==> config.mk <==
export PLATFORM = sky130hd
export DESIGN_NAME = clock_divider_multi
export DESIGN_NICKNAME = d
export VERILOG_FILES = /design/src/rtl/clock_divider_multi.sv
export SDC_FILE = /design/constraint.sdc
export NUM_CORES = 1
export LEC_CHECK = 0
export CAP_MARGIN = 20
export CORE_ASPECT_RATIO = 1.5
export CORE_UTILIZATION = 28
export CTS_BUF_LIST = sky130_fd_sc_hd__clkbuf_8
export DETAILED_ROUTE_END_ITERATION = 8
export GPL_TIMING_DRIVEN = 1
export PLACE_DENSITY = 0.4
export SKIP_LAST_GASP = 1
export SLEW_MARGIN = 20
export SYNTH_ARGS = -nofsm -noshare
export SYNTH_HDL_FRONTEND = slang
export SYNTH_SLANG_ARGS = --single-unit
==> constraint.sdc <==
create_clock -name i_clk -period 3.55 [get_ports i_clk]
set_input_delay 0.8875 -clock i_clk [delete_from_list [all_inputs] [get_ports i_clk]]
set_output_delay 0.8875 -clock i_clk [all_outputs]
set_load 0.05 [all_outputs]
==> src/rtl/clock_divider_multi.sv <==
// -----------------------------------------------------------------------------
// clock_divider_multi
//   Multi-channel, run-time programmable clock/tick generator. Each channel
//   divides i_clk by a programmable period, drives a divided clock with a
//   programmable high time and a one-cycle tick at every period start.
//   New divisors are held in a shadow and only take effect at a period
//   boundary (sync, wrap or while disabled), so a write never produces a
//   truncated or stretched period.
//
// Ports
//   i_clk      system clock
//   rst        asynchronous reset, active low
//   i_en       per-channel run enable
//   i_sync     one-cycle pulse, restarts all enabled channels phase-aligned
//   i_wr       configuration write strobe
//   i_wr_ch    target channel of the write (out-of-range writes are ignored)
//   i_wr_div   new period in i_clk cycles (values below 2 are stored as 2)
//   i_wr_high  new high-phase length in i_clk cycles
//   o_clk      divided clocks (registered)
//   o_tick     one-cycle pulse at each period start (registered)
//   o_pending  shadow configuration written but not yet applied
// -----------------------------------------------------------------------------
module clock_divider_multi #(
  parameter int                NUM_CH      = 4,
  parameter int                DIV_W       = 16,
  parameter int                DEFAULT_DIV = 100,
  parameter logic [NUM_CH-1:0] REV_MASK    = '0,
  localparam int               CH_W        = (NUM_CH > 1) ? $clog2(NUM_CH) : 1
) (
  input  logic              i_clk,
  input  logic              rst,
  input  logic [NUM_CH-1:0] i_en,
  input  logic              i_sync,
  input  logic              i_wr,
  input  logic [CH_W-1:0]   i_wr_ch,
  input  logic [DIV_W-1:0]  i_wr_div,
  input  logic [DIV_W-1:0]  i_wr_high,
  output logic [NUM_CH-1:0] o_clk,
  output logic [NUM_CH-1:0] o_tick,
  output logic [NUM_CH-1:0] o_pending
);

  localparam logic [DIV_W-1:0] DEF_DIV  = DIV_W'(DEFAULT_DIV);
  localparam logic [DIV_W-1:0] DEF_HIGH = DIV_W'(DEFAULT_DIV / 2);

  // Output level for counter value c: active while c < high, inverted on
  // channels whose idle level is 1.
  function automatic logic lvl(input logic [DIV_W-1:0] c,
                               input logic [DIV_W-1:0] high,
                               input logic             rev);
    return (c < high) ^ rev;
  endfunction

  logic [DIV_W-1:0]  cnt_q      [NUM_CH];
  logic [DIV_W-1:0]  cnt_d      [NUM_CH];
  logic [DIV_W-1:0]  div_act_q  [NUM_CH];
  logic [DIV_W-1:0]  div_act_d  [NUM_CH];
  logic [DIV_W-1:0]  high_act_q [NUM_CH];
  logic [DIV_W-1:0]  high_act_d [NUM_CH];
  logic [DIV_W-1:0]  div_sh_q   [NUM_CH];
  logic [DIV_W-1:0]  div_sh_d   [NUM_CH];
  logic [DIV_W-1:0]  high_sh_q  [NUM_CH];
  logic [DIV_W-1:0]  high_sh_d  [NUM_CH];
  logic [NUM_CH-1:0] pend_q, pend_d;
  logic [NUM_CH-1:0] clk_q, clk_d;
  logic [NUM_CH-1:0] tick_q, tick_d;

  // Shadow as it will be after this edge: a same-cycle write already counts,
  // which is how a write coinciding with an apply takes effect immediately.
  logic [DIV_W-1:0]  div_new  [NUM_CH];
  logic [DIV_W-1:0]  high_new [NUM_CH];
  logic [NUM_CH-1:0] wr_hit;
  logic [NUM_CH-1:0] wrap;
  logic [DIV_W-1:0]  wr_div_c;

  always_comb begin
    // NOTE: every variable gets a value before any branch so no latch is inferred.
    wr_div_c = (i_wr_div < DIV_W'(2)) ? DIV_W'(2) : i_wr_div;
    for (int k = 0; k < NUM_CH; k++) begin
      // i_wr_ch >= NUM_CH matches no channel, so such writes are dropped.
      wr_hit[k]     = i_wr && (32'(i_wr_ch) == k);
      div_new[k]    = wr_hit[k] ? wr_div_c  : div_sh_q[k];
      high_new[k]   = wr_hit[k] ? i_wr_high : high_sh_q[k];
      wrap[k]       = (cnt_q[k] == div_act_q[k] - DIV_W'(1));

      cnt_d[k]      = cnt_q[k] + DIV_W'(1);
      div_act_d[k]  = div_act_q[k];
      high_act_d[k] = high_act_q[k];
      div_sh_d[k]   = div_new[k];
      high_sh_d[k]  = high_new[k];
      pend_d[k]     = pend_q[k] | wr_hit[k];
      clk_d[k]      = lvl(cnt_q[k] + DIV_W'(1), high_act_q[k], REV_MASK[k]);
      tick_d[k]     = 1'b0;

      // Period boundary: disabled, sync or wrap. The active configuration
      // only ever changes here, with the counter going back to 0.
      if (!i_en[k] || i_sync || wrap[k]) begin
        cnt_d[k]      = '0;
        div_act_d[k]  = div_new[k];
        high_act_d[k] = high_new[k];
        pend_d[k]     = 1'b0;
        clk_d[k]      = i_en[k] ? lvl('0, high_new[k], REV_MASK[k]) : REV_MASK[k];
        // Sync restarts the phase without a tick; only a natural wrap ticks.
        tick_d[k]     = i_en[k] && !i_sync && wrap[k];
      end
    end
  end

  // NOTE: sequential state uses non-blocking assignments so every flop samples pre-edge values.
  always_ff @(posedge i_clk or negedge rst) begin
    if (!rst) begin
      // NOTE: shadows are ordinary flops (not RAM), so they reset with the rest of the state.
      for (int k = 0; k < NUM_CH; k++) begin
        cnt_q[k]      <= '0;
        div_act_q[k]  <= DEF_DIV;
        high_act_q[k] <= DEF_HIGH;
        div_sh_q[k]   <= DEF_DIV;
        high_sh_q[k]  <= DEF_HIGH;
      end
      pend_q <= '0;
      clk_q  <= REV_MASK;
      tick_q <= '0;
    end else begin
      for (int k = 0; k < NUM_CH; k++) begin
        cnt_q[k]      <= cnt_d[k];
        div_act_q[k]  <= div_act_d[k];
        high_act_q[k] <= high_act_d[k];
        div_sh_q[k]   <= div_sh_d[k];
        high_sh_q[k]  <= high_sh_d[k];
      end
      pend_q <= pend_d;
      clk_q  <= clk_d;
      tick_q <= tick_d;
    end
  end

  assign o_clk     = clk_q;
  assign o_tick    = tick_q;
  assign o_pending = pend_q;

endmodule

==> impl_metrics.tcl <==
set metrics [dict create \
    yosys_warnings 0 \
    fp.coreArea_um2 59200 \
    antenna_found_initial 1 \
    via_per_inst 4.71 \
    wl_per_cell_um 20.2 \
    cp_max_fo 18 \
    fillerInstances 5979 \
    clk_pin_slew_ns 0.07 \
    drv_slew 0 \
    ff2ff_path_depth 10 \
    cts_tree "yes" \
    timing.final.ws_setup_ns 0.153 \
    hp-class "in -> async" \
    r2r_slack_ns 0.15 \
    cts_hold_buf 0 \
    outcome "complete, no violations" \
    dieHeight_um 303 \
    ios 54 \
    ys_ff_latch 332 \
    slew_headroom_pct 45.4 \
    synth-seq-area-share_pct 49.6 \
    port-buffer-count 53 \
    clockBufferDepth 3 \
    synth_cell_types 66 \
    start_util_pct 28.5 \
    synth-edff-count 0 \
    grt_pass1_wl_mm 74.4 \
    crit_type "reg -> reg" \
    overflow 0 \
    finClkSkew_ns 0.0251 \
    powerDensity_nw_per_um2 542 \
    die-area_um2 61200 \
    synth.net_count 1541 \
    clock_latency_ns 0.61 \
    peakVddDrop_mv 0.227 \
    max_freq_ghz 0.294 \
    final_layout_size_suffix_gt1_share_pct 30.3 \
    synthArstFlopShare_pct 100 \
    cp-start-kind "register" \
    end_kind "register" \
    drt_iter0_drc 364 \
    synthCells 1431 \
    dp_hpwl_mm 35.0 \
    drtAntennaViolNets 0 \
    cp.required_ns 4.05 \
    setup_viol 0 \
    rows 109 \
    first_global_vias 12000 \
    dr.pass1.iters 7 \
    synth_area_per_cell_um2 11.8 \
    cts_root_buf "clkbuf_8" \
    finalCriticalPeriod_ns 3.40 \
    area_growth_pct 20.0 \
    cts_buffers 56 \
    dieWidth_um 202 \
    cts.sinks 332 \
    routabilityCongestion 0.828 \
    netlist_area_um2 16900 \
    final-hold-violation-count 0 \
    synth_flop_cell "dfrtp_1" \
    totalWireLength_mm 48.4 \
    cts-htree-levels 2 \
    vias 11300 \
    total_leakage_power_nw 8.88 \
    maxCapViolCount 0 \
    final_util_pct 34.2 \
    route.detailed.drc 0 \
    tightest_slew_ns 0.811 \
    pre_cts_ws_ns 0.144 \
    grt_use_total_pct 16.1 \
    fin_crit_sh_pct 95.7 \
    grt_max_degree 76 \
    arrival_ns 3.89 \
    nets 1679 \
]
[per-stage QoR]
step / power [mW] / cells / hold WS, ns / setup TNS, ns / area [um2]
after floorplan: 6.22 / 1431 / 0.449 / 0 / 16900
after global placement: 7.01 / 2286 / 0.468 / 0 / 18900
after detailed placement: 7.05 / 2286 / 0.480 / 0 / 18900
after CTS: 11.2 / 2390 / 0.220 / 0 / 20200
after global routing: 11.6 / 2393 / 0.249 / -0.602 / 20200
final: 11.0 / 2393 / 0.224 / 0 / 20200
[cells in the final DEF (no fill, tap or decap), drive strengths merged, types with 10 or more instances in the layout]
cell and instances:
nor2 48, o21ai 32, clkdlybuf4s50 52, mux2 250, clkbuf 70, ha 68
a21oi 20, clkinv 10, dfstp 48, buf 81, nor2b 67, nand4 25
nor3 18, or4 11, nor4 38, inv 108, or3 13, nor3b 11
xnor2 80, and3 11, nand3 44, nand2 35, xor2 61, a21o 18
dfrtp 284
[cells by family (layout without fill, tap and decap cells)]
group | after synthesis | in the layout | share of synthesized area, %
multiplexers | 258 | 258 | 17.2
AO/OA/AOI/OAI | 131 | 131 | 5.36
XOR/XNOR | 141 | 141 | 7.32
AND/OR/NAND/NOR | 354 | 354 | 12.0
buffers and inverters | 147 | 331 | 3.52
adder cells (fa/ha/maj) | 68 | 68 | 5.04
other | 0 | 1 | 0
flip-flops | 332 | 332 | 49.6
[metal layers]
metal,wire length (um),track usage (%)
met5,0,0
met4,1560,6.00
met3,1170,1.89
met2,25400,29.9
met1,20200,18.9
[path summary, 6_finish.rpt]
kind | startpoint | endpoint
worst max-delay path | div_act_q[48] | high_act_q[55]
worst min-delay path | rst | high_sh_q[62]
worst max register to register | div_act_q[48] | high_act_q[55]
worst min register to register | high_act_q[50] | high_act_q[50]
max in group asynchronous | rst | div_sh_q[34]
min in group i_clk | high_act_q[50] | high_act_q[50]
[critical path: stages (launching register included)]
cell and delay (ns):
dfrtp_1 0.43, inv_1 0.08, ha_1 0.20, or4b_2 0.67, nor4_1 0.35, xnor2_1 0.17
o2111ai_1 0.13, or4_4 0.46, o21ai_4 0.24, buf_12 0.20, mux2_2 0.35
[area by class of cell]
cell class / count / area [um2] / share of cell area, %
tap: 777 / 972 / 4.80
antenna: 1 / 2.50 / 0.0124
sequential: 332 / 8370 / 41.3
clock buffer: 69 / 950 / 4.69
clock inverter: 35 / 367 / 1.81
multi-input combinational: 952 / 7940 / 39.2
inverter: 93 / 349 / 1.72
timing repair buffer: 134 / 1300 / 6.42
[state kept, by name, indices dropped and copies added, names as in the netlist]
signal      cells
cnt_q          64
div_act_q      64
div_sh_q       64
high_act_q     64
high_sh_q      64
o_clk           4
o_pending       4
o_tick          4
[repair_timing]
action                     4_1_cts  5_1_grt
setup buffers                    0        1
resized for setup                0        2
setup endpoints to repair        0       13
[power breakdown]
part	switching, mW	internal [mW]
logic	1.02	1.01
clock network	1.67	2.35
registers	0.445	4.47
[cells in the mapped netlist (35+ instances only)]
cell type | instances | area (um2)
ha_1 | 68 | 851
xor2_1 | 61 | 534
xnor2_1 | 80 | 701
nor4_1 | 36 | 225
nor2b_1 | 67 | 419
inv_1 | 93 | 349
nand3_1 | 44 | 220
dfstp_2 | 48 | 1260
mux2_2 | 246 | 2770
nand2_1 | 35 | 131
clkbuf_1 | 36 | 135
dfrtp_1 | 284 | 7110
nor2_1 | 48 | 180
Note: power is estimated with default switching activity, not from simulation.
